--- config.mk ---
export PLATFORM = sky130hd
export DESIGN_NAME = button_press_decoder
export DESIGN_NICKNAME = d
export VERILOG_FILES = /design/src/rtl/button_press_decoder.sv
export SDC_FILE = /design/constraint.sdc
export NUM_CORES = 1
export LEC_CHECK = 0
export ABC_AREA = 1
export CAP_MARGIN = 20
export CORE_ASPECT_RATIO = 0.5
export CORE_UTILIZATION = 40
export CTS_CLUSTER_DIAMETER = 200
export DETAILED_ROUTE_END_ITERATION = 8
export PLACE_DENSITY = 0.6
export SETUP_SLACK_MARGIN = 0.1
export SLEW_MARGIN = 20
export SYNTH_ARGS = -nofsm -noshare
export SYNTH_HDL_FRONTEND = slang
export SYNTH_SLANG_ARGS = --single-unit
--- constraint.sdc ---
create_clock -name clk -period 2.9 [get_ports clk]
set_input_delay 0.435 -clock clk [delete_from_list [all_inputs] [get_ports clk]]
set_output_delay 0.435 -clock clk [all_outputs]
set_load 0.1 [all_outputs]
--- src/rtl/button_press_decoder.sv ---
// button_press_decoder
// Synchronises and debounces one raw mechanical pushbutton, then decodes each
// accepted press into single-cycle press / release / short / long events plus
// a debounced level. All outputs are registered.
//
// The two synchroniser flops are preset to the released pin level. A reset
// therefore never looks like a press edge, and a button still held through
// reset is re-debounced from scratch.
//
// Hold time is counted in pressed samples taken since press acceptance. A
// release bounce freezes the count for the samples that read released. The
// sample that returns to pressed counts as a held cycle. So a bounce of N
// released samples delays long_press_o by exactly N cycles.

module button_press_decoder #(
  parameter int unsigned DEBOUNCE_CYC = 400_000,
  parameter int unsigned LONG_CYC     = 40_000_000,
  parameter bit          ACTIVE_LOW   = 1'b1
) (
  input  logic clk,
  input  logic rst_n,
  input  logic btn_i,
  output logic btn_level_o,
  output logic press_pulse_o,
  output logic release_pulse_o,
  output logic short_press_o,
  output logic long_press_o
);

  // Counter widths; each counter saturates at its last useful value.
  localparam int unsigned DW = $clog2(DEBOUNCE_CYC);
  localparam int unsigned HW = $clog2(LONG_CYC);

  localparam logic [DW-1:0] DCNT_ONE  = DW'(1);
  localparam logic [DW-1:0] DCNT_LAST = DW'(DEBOUNCE_CYC - 1);
  localparam logic [HW-1:0] HCNT_ONE  = HW'(1);
  localparam logic [HW-1:0] HCNT_LAST = HW'(LONG_CYC - 1);

  // Pin level that means "not pressed".
  localparam logic RELEASED_PIN = logic'(ACTIVE_LOW);

  // FSM state encoding.
  localparam logic [2:0] IDLE        = 3'd0;
  localparam logic [2:0] DEB_PRESS   = 3'd1;
  localparam logic [2:0] PRESSED     = 3'd2;
  localparam logic [2:0] LONG_HELD   = 3'd3;
  localparam logic [2:0] DEB_RELEASE = 3'd4;

  logic          sync1_q, sync2_q;
  logic          pressed_s;

  logic [2:0]    state_q, state_d;
  logic [DW-1:0] dcnt_q, dcnt_d;
  logic [HW-1:0] hcnt_q, hcnt_d;
  logic          long_flag_q, long_flag_d;

  logic          level_q, level_d;
  logic          press_q, press_d;
  logic          release_q, release_d;
  logic          short_q, short_d;
  logic          long_q, long_d;

  logic          hold_done;

  // Two-flop synchroniser for the asynchronous pin, preset to released.
  always_ff @(posedge clk or negedge rst_n) begin
    if (!rst_n) begin
      sync1_q <= RELEASED_PIN;
      sync2_q <= RELEASED_PIN;
    end else begin
      sync1_q <= btn_i;
      sync2_q <= sync1_q;
    end
  end

  // Normalise the synchronised sample: 1 always means pressed.
  assign pressed_s = sync2_q ^ ACTIVE_LOW;

  // The next pressed sample while holding completes the long threshold.
  assign hold_done = (hcnt_q >= HCNT_LAST);

  // Next-state, counter and event decode.
  always_comb begin
    state_d     = state_q;
    dcnt_d      = dcnt_q;
    hcnt_d      = hcnt_q;
    long_flag_d = long_flag_q;
    level_d     = level_q;
    press_d     = 1'b0;
    release_d   = 1'b0;
    short_d     = 1'b0;
    long_d      = 1'b0;

    case (state_q)
      IDLE: begin
        if (pressed_s) begin
          state_d = DEB_PRESS;
          dcnt_d  = DCNT_ONE;
        end
      end

      DEB_PRESS: begin
        if (!pressed_s) begin
          // Bounce: throw the partial count away silently.
          state_d = IDLE;
          dcnt_d  = '0;
        end else if (dcnt_q >= DCNT_LAST) begin
          state_d     = PRESSED;
          dcnt_d      = '0;
          hcnt_d      = '0;
          long_flag_d = 1'b0;
          level_d     = 1'b1;
          press_d     = 1'b1;
        end else begin
          dcnt_d = dcnt_q + DCNT_ONE;
        end
      end

      PRESSED: begin
        if (!pressed_s) begin
          state_d = DEB_RELEASE;
          dcnt_d  = DCNT_ONE;
        end else if (hold_done) begin
          state_d     = LONG_HELD;
          long_flag_d = 1'b1;
          long_d      = 1'b1;
        end else begin
          hcnt_d = hcnt_q + HCNT_ONE;
        end
      end

      LONG_HELD: begin
        if (!pressed_s) begin
          state_d = DEB_RELEASE;
          dcnt_d  = DCNT_ONE;
        end
      end

      DEB_RELEASE: begin
        if (pressed_s) begin
          // Release bounce: go back where we came from. long_flag
          // remembers which holding state that was.
          dcnt_d = '0;
          if (long_flag_q) begin
            state_d = LONG_HELD;
          end else if (hold_done) begin
            state_d     = LONG_HELD;
            long_flag_d = 1'b1;
            long_d      = 1'b1;
          end else begin
            state_d = PRESSED;
            hcnt_d  = hcnt_q + HCNT_ONE;
          end
        end else if (dcnt_q >= DCNT_LAST) begin
          state_d     = IDLE;
          dcnt_d      = '0;
          hcnt_d      = '0;
          long_flag_d = 1'b0;
          level_d     = 1'b0;
          release_d   = 1'b1;
          short_d     = ~long_flag_q;
        end else begin
          dcnt_d = dcnt_q + DCNT_ONE;
        end
      end

      default: begin
        state_d     = IDLE;
        dcnt_d      = '0;
        hcnt_d      = '0;
        long_flag_d = 1'b0;
        level_d     = 1'b0;
      end
    endcase
  end

  // State, counters and registered outputs; everything clears on reset.
  always_ff @(posedge clk or negedge rst_n) begin
    if (!rst_n) begin
      state_q     <= IDLE;
      dcnt_q      <= '0;
      hcnt_q      <= '0;
      long_flag_q <= 1'b0;
      level_q     <= 1'b0;
      press_q     <= 1'b0;
      release_q   <= 1'b0;
      short_q     <= 1'b0;
      long_q      <= 1'b0;
    end else begin
      state_q     <= state_d;
      dcnt_q      <= dcnt_d;
      hcnt_q      <= hcnt_d;
      long_flag_q <= long_flag_d;
      level_q     <= level_d;
      press_q     <= press_d;
      release_q   <= release_d;
      short_q     <= short_d;
      long_q      <= long_d;
    end
  end

  assign btn_level_o     = level_q;
  assign press_pulse_o   = press_q;
  assign release_pulse_o = release_q;
  assign short_press_o   = short_q;
  assign long_press_o    = long_q;

endmodule

==> impl_results.md <==
* Status: completed
* CTS Buf Count at 5
* Residual DRC at 0
* Sw Share at 44.3%
* Largest net degree at the start of global routing at 57
* P_leak at 2.01 nW
* Multi-input gate area at 2170 sq um
* Int Power at 0.00148 W
* WP data required at 3150 ps
* Die area at 10,300 sq um
* Most common cell after layout, fill and taps aside: nand2_1
* I/O Pins at 8
* Post-Syn Nets at 603
* Final core occ at 44.7%
* Worst vdd ir at 0.264 mV
* Crit end category: flop
* Clock Skew at 6.24 ps
* CTS tree: built
* R2R cell count at 12
* WL/cell at 13.5 um
* H-tree levels at 2
* Nets at 608
* Synth cell types at 38
* RR Startpoint: hcnt_q[0]
* Maximum buffer depth of the clock tree at 2
* Grt ovf at 0
* F_max at 438 MHz
* Ratio of final minimum period to clock period at 78.7%
* Finished Layout Cells at 739
* Total Wirelength at 9990 um
* Clock power frac at 24.0%
* Crit path time final at 2280 ps
* Via/cell ratio at 5.05
* Post-synthesis sequential area ratio at 35.6%
* # resized after CTS at 0
* Mapped Cells at 598
* Slew Limit Fails at 0
* Critical path type: reg2reg
* Max_slew headroom at 50.5%
* I/O Buffers at 7
* Mean Syn Cell Area at 6.59 sq um
* Post-Syn Area at 3940 sq um
* First-pass GRT wire length at 16,800 um
* Max cap viols at 0
* Via count at 3,733
* Core Box Area at 9510 sq um
* Hold_ws at 248 ps
* Reg area at 1400 sq um
* Row count at 25
* Vias in the first global route at 3,456
* Setup_tns at 0 ps
* Crit path DAT at 2530 ps
* Die X at 142 um
* Crit Path Max Fanout at 12
* Synth Register Bits at 56
* Switching pwr at 0.00118 W
* Synth-to-Final Area Change at 7.81%
* Routed Antenna Nets at 0
* Startpoint types: flop
* 1st-iter DRT viols at 332
* Drt first pass iters at 5
* Postcts setup bufs at 0
* Final Hold Fails at 0
* Post-CTS Hold Fix Bufs at 0
* Most frequent cells in the layout: nand2_1, nor2_1, inv_1
* Total track usage at 20.9%
* Worst-Margin Slew at 743 ps
* # placed instances at 731
* Reg2Reg Capture Point: hcnt_q[16]
* Proportion of power drawn by flip-flops and latches at 34.0%
* Layout cells sized above 1 at 7.95%
* Clock Latency Late Sink at 300 ps
* Initial Util at 41.4%
* Fill cells at 1,003
* Logic pwr share at 42.0%
* # diodes at 0
* Ys Warns at 0
* Clock transition at the registers of the reported paths at 80 ps
* # setup viols final at 0
* Power density over cell area at 625 nW/um^2
* Root Driver: clkbuf_16
* Post-DP HPWL at 7210 um
* Tightest Hold Check Type: in2async
* Final Wtd Congestion at 0.896
* RSZ-0062 raised after global routing: false
* R2R Setup Slk at 620 ps
* Clk sinks at 56
* Initial antenna violation count at 0
* Die Y at 72.2 um
* Pwr Total at 0.00266 W
flip-flops by register name, summed over array words and instances, names as in the netlist:
register / cells
hcnt_q: 26
dcnt_q: 19
state_q: 3
btn_level_o: 1
long_flag_q: 1
long_press_o: 1
press_pulse_o: 1
release_pulse_o: 1
short_press_o: 1
sync1_q: 1
sync2_q: 1
worst max path at each step:
| stage | from | to |
|---|---|---|
| 2_1_floorplan | hcnt_q[0] | long_flag_q |
| 5_1_grt | hcnt_q[0] | hcnt_q[16] |
| 3_5_place_dp | hcnt_q[0] | hcnt_q[16] |
| 6_report | hcnt_q[0] | hcnt_q[16] |
| 4_1_cts | hcnt_q[0] | hcnt_q[16] |
| 3_3_place_gp | hcnt_q[0] | hcnt_q[16] |
layer usage:
metal / vias to the layer above / routed length, um / share of wire [%] / track usage, %
met5: - / 0 / 0 / 0
met4: 0 / 121 / 1.2 / 5.02
met1: 1716 / 5050 / 51 / 29.6
li1: 1921 / - / - / -
met3: 10 / 485 / 4.9 / 3.50
met2: 86 / 4330 / 43 / 33.3
final cells by class:
class / count / share of cell area (%)
inverters: 73 / 6.45
flip-flops and latches: 56 / 33.0
repair buffers: 11 / 1.94
multi-input cells: 456 / 51.1
clock buffers: 5 / 2.95
well taps: 135 / 3.98
clock inverters: 3 / 0.530
through the flow:
step	setup WS, ps	instance area, sq um
after floorplan	1180	3940
after global placement	725	4100
after detailed placement	676	4100
after CTS	664	4250
after global routing	392	4250
final	617	4250
cells by family (layout without fill, tap and decap cells):
group,after synthesis,after routing,share of synthesized area [%]
adder cells (fa/ha/maj),2,2,0.635
AO/OA/AOI/OAI,64,64,9.43
flip-flops,56,56,35.6
AND/OR/NAND/NOR,379,379,42.6
XOR/XNOR,11,11,2.45
buffers and inverters,86,92,9.27
power groups by stage:
stage	clock (W)	combinational (W)	sequential [W]
2_1_floorplan	0	0.000811	0.000941
3_5_place_dp	0	0.00111	0.000917
4_1_cts	0.000655	0.00111	0.000902
6_report	0.000636	0.00112	0.000904
5_1_grt	0.000681	0.00124	0.000913
3_3_place_gp	0	0.00111	0.000917
cells in the mapped netlist, drive strengths merged:
library cell    n  area [sq um]
nor4            1          6.26
inv            73           274
nor2           88           358
nand3b          1          7.51
a31oi           3          18.8
dfrtp          54          1350
o22ai          10          62.6
o21bai          4          30.0
nand3          59           323
a21oi          15          86.3
or2             1          6.26
xor2           11          96.3
o21ai          28           144
nand4          13           111
o21a            2          15.0
a21o            2          15.0
nor3b           1          12.5
ha              2          25.0
nor3           13          75.1
and3            1          6.26
buf            11          83.8
dfstp           2          52.6
clkbuf          2          7.51
nand2         201           772
critical path: stages, from the launching register on:
cell and delay, ps:
dfrtp_1 410, ha_1 250, nand2_1 100, nor2_1 60, nand3_1 110, nand2_1 80, nand2_2 130, nand3_2 260
nor2_4 370, nand2_1 140, o21ai_0 190, nand2_1 70, inv_1 50
(Power assumes the default switching activity.)
